===== src/rtl/centroid_tracker_if.sv =====
// Frame-rate centroid bus between the centre-of-mass stage, the tracker
// and the overlay logic. The master drives the raw centroid; the slave
// (the tracker) returns the filtered position and lock status.
interface centroid_tracker_if;
  logic        frame_done_in;
  logic [10:0] x_in;
  logic [9:0]  y_in;
  logic        valid_in;
  logic [10:0] x_out;
  logic [9:0]  y_out;
  logic        locked_out;
  logic        valid_out;
  logic [1:0]  state_out;

  modport master (
    output frame_done_in, x_in, y_in, valid_in,
    input  x_out, y_out, locked_out, valid_out, state_out
  );

  modport slave (
    input  frame_done_in, x_in, y_in, valid_in,
    output x_out, y_out, locked_out, valid_out, state_out
  );
endinterface


===== src/rtl/centroid_tracker.sv =====
// Per-frame centroid tracker: samples the raw centroid on frame_done_in,
// gates outliers against the current filtered position, smooths accepted
// positions with a shift-based EMA and runs SEARCH/ACQUIRE/LOCKED/COAST.
// Fixed latency 2: sample -> diff/gate -> state/filter update.
module centroid_tracker #(
  parameter int SHIFT       = 2,
  parameter int JUMP_MAX    = 64,
  parameter int LOCK_COUNT  = 3,
  parameter int LOST_FRAMES = 8
) (
  input  logic               clk_in,
  input  logic               rst_n_in,
  centroid_tracker_if.slave  bus
);
  localparam int STAGES = 2;
  localparam int ACQ_W  = $clog2(LOCK_COUNT + 1);
  localparam int MISS_W = $clog2(LOST_FRAMES + 1);
  localparam logic [11:0] JMAX_X = 12'(JUMP_MAX);
  localparam logic [10:0] JMAX_Y = 11'(JUMP_MAX);

  typedef enum logic [1:0] {SEARCH, ACQUIRE, LOCKED, COAST} state_t;
  typedef struct packed {
    logic [10:0] x;
    logic [9:0]  y;
    logic        vld;
  } meas_t;

  state_t             st, st_n;
  logic [10:0]        fx, fx_n, fx_ema;
  logic [9:0]         fy, fy_n, fy_ema;
  logic [ACQ_W-1:0]   acq, acq_n, acq_inc;
  logic [MISS_W-1:0]  miss, miss_n, miss_inc;
  logic               valid_q, valid_n;
  meas_t              m_q;
  logic [STAGES:1]    vld_pipe;
  logic               armed, accept;
  logic signed [11:0] dx, dx_q;
  logic signed [10:0] dy, dy_q;
  logic [11:0]        adx;
  logic [10:0]        ady;
  logic               gate, gate_q, good;

  // armed is low on the first edge after reset release, so a frame_done_in
  // coinciding with release is dropped; busy while an update is in flight
  assign accept = bus.frame_done_in && armed && !(|vld_pipe);

  // stage 0: capture the raw measurement and launch the valid shift register
  always_ff @(posedge clk_in or negedge rst_n_in) begin
    if (!rst_n_in) begin
      armed    <= 1'b0;
      vld_pipe <= '0;
      m_q      <= '0;
    end else begin
      armed    <= 1'b1;
      vld_pipe <= {vld_pipe[STAGES-1:1], accept};
      if (accept) m_q <= '{x: bus.x_in, y: bus.y_in, vld: bus.valid_in};
    end
  end

  // residual against the filter; f is stable while the pipe is busy
  assign dx   = $signed({1'b0, m_q.x}) - $signed({1'b0, fx});
  assign dy   = $signed({1'b0, m_q.y}) - $signed({1'b0, fy});
  assign adx  = dx[11] ? 12'(-dx) : 12'(dx);
  assign ady  = dy[10] ? 11'(-dy) : 11'(dy);
  assign gate = (adx <= JMAX_X) && (ady <= JMAX_Y);

  // stage 1: register residuals and gate decision
  always_ff @(posedge clk_in or negedge rst_n_in) begin
    if (!rst_n_in) begin
      dx_q   <= '0;
      dy_q   <= '0;
      gate_q <= 1'b0;
    end else if (vld_pipe[1]) begin
      dx_q   <= dx;
      dy_q   <= dy;
      gate_q <= gate;
    end
  end

  // floor-shifted step; the result lies between f and m so truncation wraps back in range
  assign fx_ema   = fx + 11'(dx_q >>> SHIFT);
  assign fy_ema   = fy + 10'(dy_q >>> SHIFT);
  assign good     = m_q.vld && gate_q;
  assign acq_inc  = acq + 1'b1;
  assign miss_inc = miss + 1'b1;

  // stage 2 next-state: tracker FSM plus filter/counter updates
  always_comb begin
    st_n   = st;
    fx_n   = fx;
    fy_n   = fy;
    acq_n  = acq;
    miss_n = miss;
    if (vld_pipe[2]) begin
      unique case (st)
        SEARCH: if (m_q.vld) begin
          fx_n   = m_q.x;
          fy_n   = m_q.y;
          acq_n  = ACQ_W'(1);
          miss_n = '0;
          st_n   = (LOCK_COUNT == 1) ? LOCKED : ACQUIRE;
        end
        ACQUIRE: begin
          if (good) begin
            fx_n  = fx_ema;
            fy_n  = fy_ema;
            acq_n = acq_inc;
            if (acq_inc == ACQ_W'(LOCK_COUNT)) st_n = LOCKED;
          end else if (m_q.vld) begin
            fx_n  = m_q.x;
            fy_n  = m_q.y;
            acq_n = ACQ_W'(1);
          end else begin
            acq_n = '0;
            st_n  = SEARCH;
          end
        end
        LOCKED: begin
          if (good) begin
            fx_n   = fx_ema;
            fy_n   = fy_ema;
            miss_n = '0;
          end else if (LOST_FRAMES == 1) begin
            miss_n = '0;
            st_n   = SEARCH;
          end else begin
            miss_n = MISS_W'(1);
            st_n   = COAST;
          end
        end
        COAST: begin
          if (good) begin
            fx_n   = fx_ema;
            fy_n   = fy_ema;
            miss_n = '0;
            st_n   = LOCKED;
          end else if (miss_inc == MISS_W'(LOST_FRAMES)) begin
            miss_n = '0;
            st_n   = SEARCH;
          end else begin
            miss_n = miss_inc;
          end
        end
        default: st_n = SEARCH;
      endcase
    end
    valid_n = vld_pipe[2] && (st_n == LOCKED || st_n == COAST);
  end

  // stage 2 register: state, filter, counters and the output pulse
  always_ff @(posedge clk_in or negedge rst_n_in) begin
    if (!rst_n_in) begin
      st      <= SEARCH;
      fx      <= '0;
      fy      <= '0;
      acq     <= '0;
      miss    <= '0;
      valid_q <= 1'b0;
    end else begin
      st      <= st_n;
      fx      <= fx_n;
      fy      <= fy_n;
      acq     <= acq_n;
      miss    <= miss_n;
      valid_q <= valid_n;
    end
  end

  assign bus.x_out      = fx;
  assign bus.y_out      = fy;
  assign bus.state_out  = st;
  assign bus.locked_out = (st == LOCKED) || (st == COAST);
  assign bus.valid_out  = valid_q;
endmodule

===== src/flat_wrapper.sv =====
// flat-port wrapper written by rule: the top's interface ports become plain ports
module centroid_tracker_flat 
#(
  parameter int SHIFT       = 2,
  parameter int JUMP_MAX    = 64,
  parameter int LOCK_COUNT  = 3,
  parameter int LOST_FRAMES = 8
)
  (clk_in, rst_n_in, bus_frame_done_in, bus_x_in, bus_y_in, bus_valid_in, bus_x_out, bus_y_out, bus_locked_out, bus_valid_out, bus_state_out);
  centroid_tracker_if bus_i ();
  input  logic clk_in;
  input  logic rst_n_in;
  input wire logic [$bits(bus_i.frame_done_in)-1:0] bus_frame_done_in;
  input wire logic [$bits(bus_i.x_in)-1:0] bus_x_in;
  input wire logic [$bits(bus_i.y_in)-1:0] bus_y_in;
  input wire logic [$bits(bus_i.valid_in)-1:0] bus_valid_in;
  output wire logic [$bits(bus_i.x_out)-1:0] bus_x_out;
  output wire logic [$bits(bus_i.y_out)-1:0] bus_y_out;
  output wire logic [$bits(bus_i.locked_out)-1:0] bus_locked_out;
  output wire logic [$bits(bus_i.valid_out)-1:0] bus_valid_out;
  output wire logic [$bits(bus_i.state_out)-1:0] bus_state_out;
  assign bus_i.frame_done_in = bus_frame_done_in;
  assign bus_i.x_in = bus_x_in;
  assign bus_i.y_in = bus_y_in;
  assign bus_i.valid_in = bus_valid_in;
  assign bus_x_out = bus_i.x_out;
  assign bus_y_out = bus_i.y_out;
  assign bus_locked_out = bus_i.locked_out;
  assign bus_valid_out = bus_i.valid_out;
  assign bus_state_out = bus_i.state_out;
  centroid_tracker #(.SHIFT(SHIFT), .JUMP_MAX(JUMP_MAX), .LOCK_COUNT(LOCK_COUNT), .LOST_FRAMES(LOST_FRAMES)) u_core (.clk_in(clk_in), .rst_n_in(rst_n_in), .bus(bus_i));
endmodule

===== config.mk =====
export PLATFORM = sky130hd
export DESIGN_NAME = centroid_tracker_flat
export DESIGN_NICKNAME = d
export VERILOG_FILES = /design/src/rtl/centroid_tracker_if.sv /design/src/rtl/centroid_tracker.sv /design/src/flat_wrapper.sv
export SDC_FILE = /design/constraint.sdc
export NUM_CORES = 1
export LEC_CHECK = 0
export BUFFER_PORTS_ARGS = -buffer_cell sky130_fd_sc_hd__buf_2
export CELL_PAD_IN_SITES_DETAIL_PLACEMENT = 0
export CELL_PAD_IN_SITES_GLOBAL_PLACEMENT = 1
export CORE_ASPECT_RATIO = 0.75
export CORE_MARGIN = 3
export CORE_UTILIZATION = 30
export DETAILED_ROUTE_END_ITERATION = 6
export GPL_TIMING_DRIVEN = 0
export PLACE_DENSITY_LB_ADDON = 0.25
export SETUP_SLACK_MARGIN = 0.3
export SLEW_MARGIN = 20
export SYNTH_ARGS = -nofsm -noshare
export SYNTH_HDL_FRONTEND = slang
export SYNTH_SLANG_ARGS = --single-unit

===== constraint.sdc =====
create_clock -name clk_in -period 6.2 [get_ports clk_in]
set_input_delay 0.62 -clock clk_in [delete_from_list [all_inputs] [get_ports clk_in]]
set_output_delay 0.62 -clock clk_in [all_outputs]
set_load 0.01 [all_outputs]

==> key figures <==
Clock network
  • Worst-skew pair later-pin latency: ~0.34 ns
  • Clock root buffer master: clkbuf_16
  • Num CTS Buffers: 9
  • CTS clk-pin slew, worst paths: 0.06 ns
  • TritonCTS clock tree: yes
  • H-tree level count: 3
  • Post-CTS sizing: 0
  • Postcts setup bufs: 0
  • CTS Sinks: 75
  • Post-CTS Hold Buffers: 0
  • CTS max path bufs: 2

Yosys
  • Most common cell in the synthesized netlist: dfrtp_1
  • Top FF cell, synth: dfrtp_1
  • Cell variety after synth: 75
  • Synth Area in Simple Gates: between 10% and 20%
  • Syn_area_per_cell: 9.56 sq um
  • Number of flops mapped to enable cells by yosys: 0
  • Synth Cell Area: 5340 sq um
  • Post-Synth Adder-Cell Area: 12.0%
  • Yosys reg bits: 75
  • Mapped Cells: ~560
  • Yosys top cell by area: dfrtp_1
  • Synth cell count leaders: dfrtp_1, ha_1, inv_1, nor2_1, mux2_2
  • Ys Warns: 0
  • Post-synthesis sequential area ratio: 35.1%
  • Xor/xnor share of the synthesized area: 5.83%
  • Synth top area share: 35.1%
  • FFs w/ async S/R, synth: between 90% and 100%
  • Syn nets: around 630
  • Largest family of logic cells by synthesized area: compound AO/OA/AOI/OAI gates
  • Synth Area in Compound Gates: between 20 and 25%
  • Fraction of synthesized area in multiplexers: 7.96%
  • Top post-synthesis cells by area: dfrtp_1, ha_1, mux2_2

STA
  • Final setup viols: 0
  • Measured slew at the worst slew-check pin: 1.27 ns
  • Count of final max-slew check failures: 0
  • Tmin final: around 3.2 ns
  • Final worst setup slack: 2.99 ns
  • Peak Freq: 0.312 GHz
  • Setup TNS after final layout: 0 ns
  • Setup Skew: between 0.008 and 0.009 ns
  • RSZ-0062 raised after global routing: false
  • Relative slew slack: 15.2%
  • Final hold violation count: 0
  • Crit share post-route: 51.8%

Cells and area
  • Layout Utilization: a little over a third
  • Area grow syn2layout: 16.8%
  • FILL cells: 1757
  • Final #Nets: 694
  • Layout cell share with drive strength beyond 1: 20.6%
  • Cell Count, Final, Fillers Out: 861
  • N_diodes: 0

Routing
  • DR WL/cell: 17.9 um
  • Routed Antenna Nets: 0
  • Total wire length: roughly 15000 um
  • DRC Markers: 0
  • TritonRoute pass-1 iters: 5
  • Via count: 4557
  • Drt via density: roughly 5.3
  • Drt first-iter violations: 426

Place
  • Post-DP HPWL: 11700 um
  • Routability cong.: 0.838
  • Post-Place Cells: approximately 850
  • I/O Buffers: 49
  • Pre-CTS setup slack: 3.04 ns

Critical path
  • Delay-heaviest family, CP: simple AND/OR/NAND/NOR gates
  • Startpoint Class: flop
  • Critical path arrival: 3.46 ns
  • Critical Path Slowest Stage Cell: fa_1
  • CP max FO: 6
  • WP buf/inv: 0
  • Worst R2R Path Depth: 11
  • Crit end category: flop
  • Critical Path RT: approximately 6.5 ns
  • WP depth: 11
  • Crit path largest cell delay: 0.45 ns
  • CP Class: reg2reg
  • Cell Chain, Critical Path: ha_1, fa_1, nand2b_2, a21oi_4, xor2_2, nor3_2, nand4b_1, o31a_1, o21ai_2, nand4_1, o32ai_2

Floorplanning
  • Chip Width: approximately 160 um
  • Die span in y: 122 um
  • Row count: 41
  • Ports: 50
  • Core area: 17100 sq um
  • Starting Density: 31.2%
  • Area of the die: 19500 sq um

Flow run
  • Max-cap violations: 0

Power and ir drop
  • Leak pwr: 2.74 nW
  • Maximum vdd ir drop: 0.188 mV
  • Pwr dens: 575 nW/um^2

GRT
  • Pin count of the biggest net entering global routing: 44
  • Grt total ovfl: 0
  • Vias in the first global route: around 4300
  • Antenna violations before repair: 0
  • First-pass GRT wire length: approximately 24000 um
  • Tot GR Track Use: 16.0%

Hold path
  • Worst Hold Class: in2async

Outcome
  • Outcome: finished clean
-- state kept, by name, summed over array words and instances (netlist names) --
name and flops:
u_core.dy_q 9, u_core.m_q 22, u_core.armed 1, u_core.acq 2, u_core.bus.x_out 11, u_core.gate_q 1
u_core.miss 4, u_core.bus.valid_out 1, u_core.vld_pipe 2, u_core.dx_q 10, u_core.bus.state_out 2, u_core.bus.y_out 10
-- worst paths after layout --
| check | start | endpoint | slack (ns) |
|---|---|---|---|
| worst min-delay path | rst_n_in | u_core.bus.y_out[8]$_DFFE_PN0P_ | 0.25 |
| max in group asynchronous | rst_n_in | u_core.dy_q[3]$_DFFE_PN0P_ | 5.36 |
| worst min register to register | u_core.vld_pipe[1]$_DFF_PN0_ | u_core.vld_pipe[2]$_DFF_PN0_ | 0.38 |
| worst max register to register | u_core.bus.y_out[0]$_DFFE_PN0P_ | u_core.gate_q$_DFFE_PN0P_ | 2.99 |
| worst max-delay path | u_core.bus.y_out[0]$_DFFE_PN0P_ | u_core.gate_q$_DFFE_PN0P_ | 2.99 |
| min in group clk_in | u_core.vld_pipe[1]$_DFF_PN0_ | u_core.vld_pipe[2]$_DFF_PN0_ | 0.38 |
-- power by group --
group / leakage [nW] / internal (mW) / switching [mW] / total (mW)
clock: 0.155 / 0.363 / 0.214 / 0.577
sequential: 0.914 / 0.650 / 0.155 / 0.806
combinational: 1.67 / 0.933 / 1.27 / 2.20
total: 2.74 / 1.95 / 1.64 / 3.59
-- metal layers --
metal	GRT usage (%)	vias up	share of wire, %
li1	-	2188	-
met4	2.38	0	0.46
met3	3.09	8	5.4
met2	22.7	127	40
met1	25.3	2234	54
met5	0	-	0
-- area by class of cell --
cell class | instances | area (sq um) | share of cell area, %
Sequential cell | 75 | 1880 | 30.1
Timing Repair Buffer | 50 | 275 | 4.41
Clock inverter | 6 | 88.8 | 1.42
Clock buffer | 10 | 239 | 3.83
Multi-Input combinational cell | 426 | 3230 | 51.7
Buffer | 21 | 100 | 1.60
Inverter | 37 | 139 | 2.23
Tap cell | 236 | 295 | 4.73
-- layout by cell type, fill, tap and decap left out, drive strengths merged, types with 4 or more instances in the layout --
master and count:
xnor2 19, nand2b 4, dfrtp 75, nand4 6, a21o 13, a22oi 6
ha 45, a21oi 34, nor2b 9, fa 4, clkbuf 27, o211ai 4
o21ai 36, mux2 36, a31oi 21, nand2 31, nor2 37, nand3b 6
buf 54, inv 37, nor3 9, o22ai 11, xor2 14, and3 7
nand3 15
-- stage by stage --
stage          power [mW]  hold WS (ns)  cell area [sq um]
6_report             3.59         0.247               6240
5_1_grt              3.88         0.282               6240
3_3_place_gp         2.93         0.371               5880
3_5_place_dp         2.98         0.373               5910
4_1_cts              3.59         0.257               6240
2_1_floorplan        2.45         0.324               5340
-- logic make-up after synthesis --
logic type	after synthesis
DFF	75
muxes	38
other	1
AOI/OAI and AO/OA	161
and+or+nand+nor	144
adders and majority gates	49
xor gates and xnor gates	33
buffers and inverters	58
(Power assumes the default switching activity.)
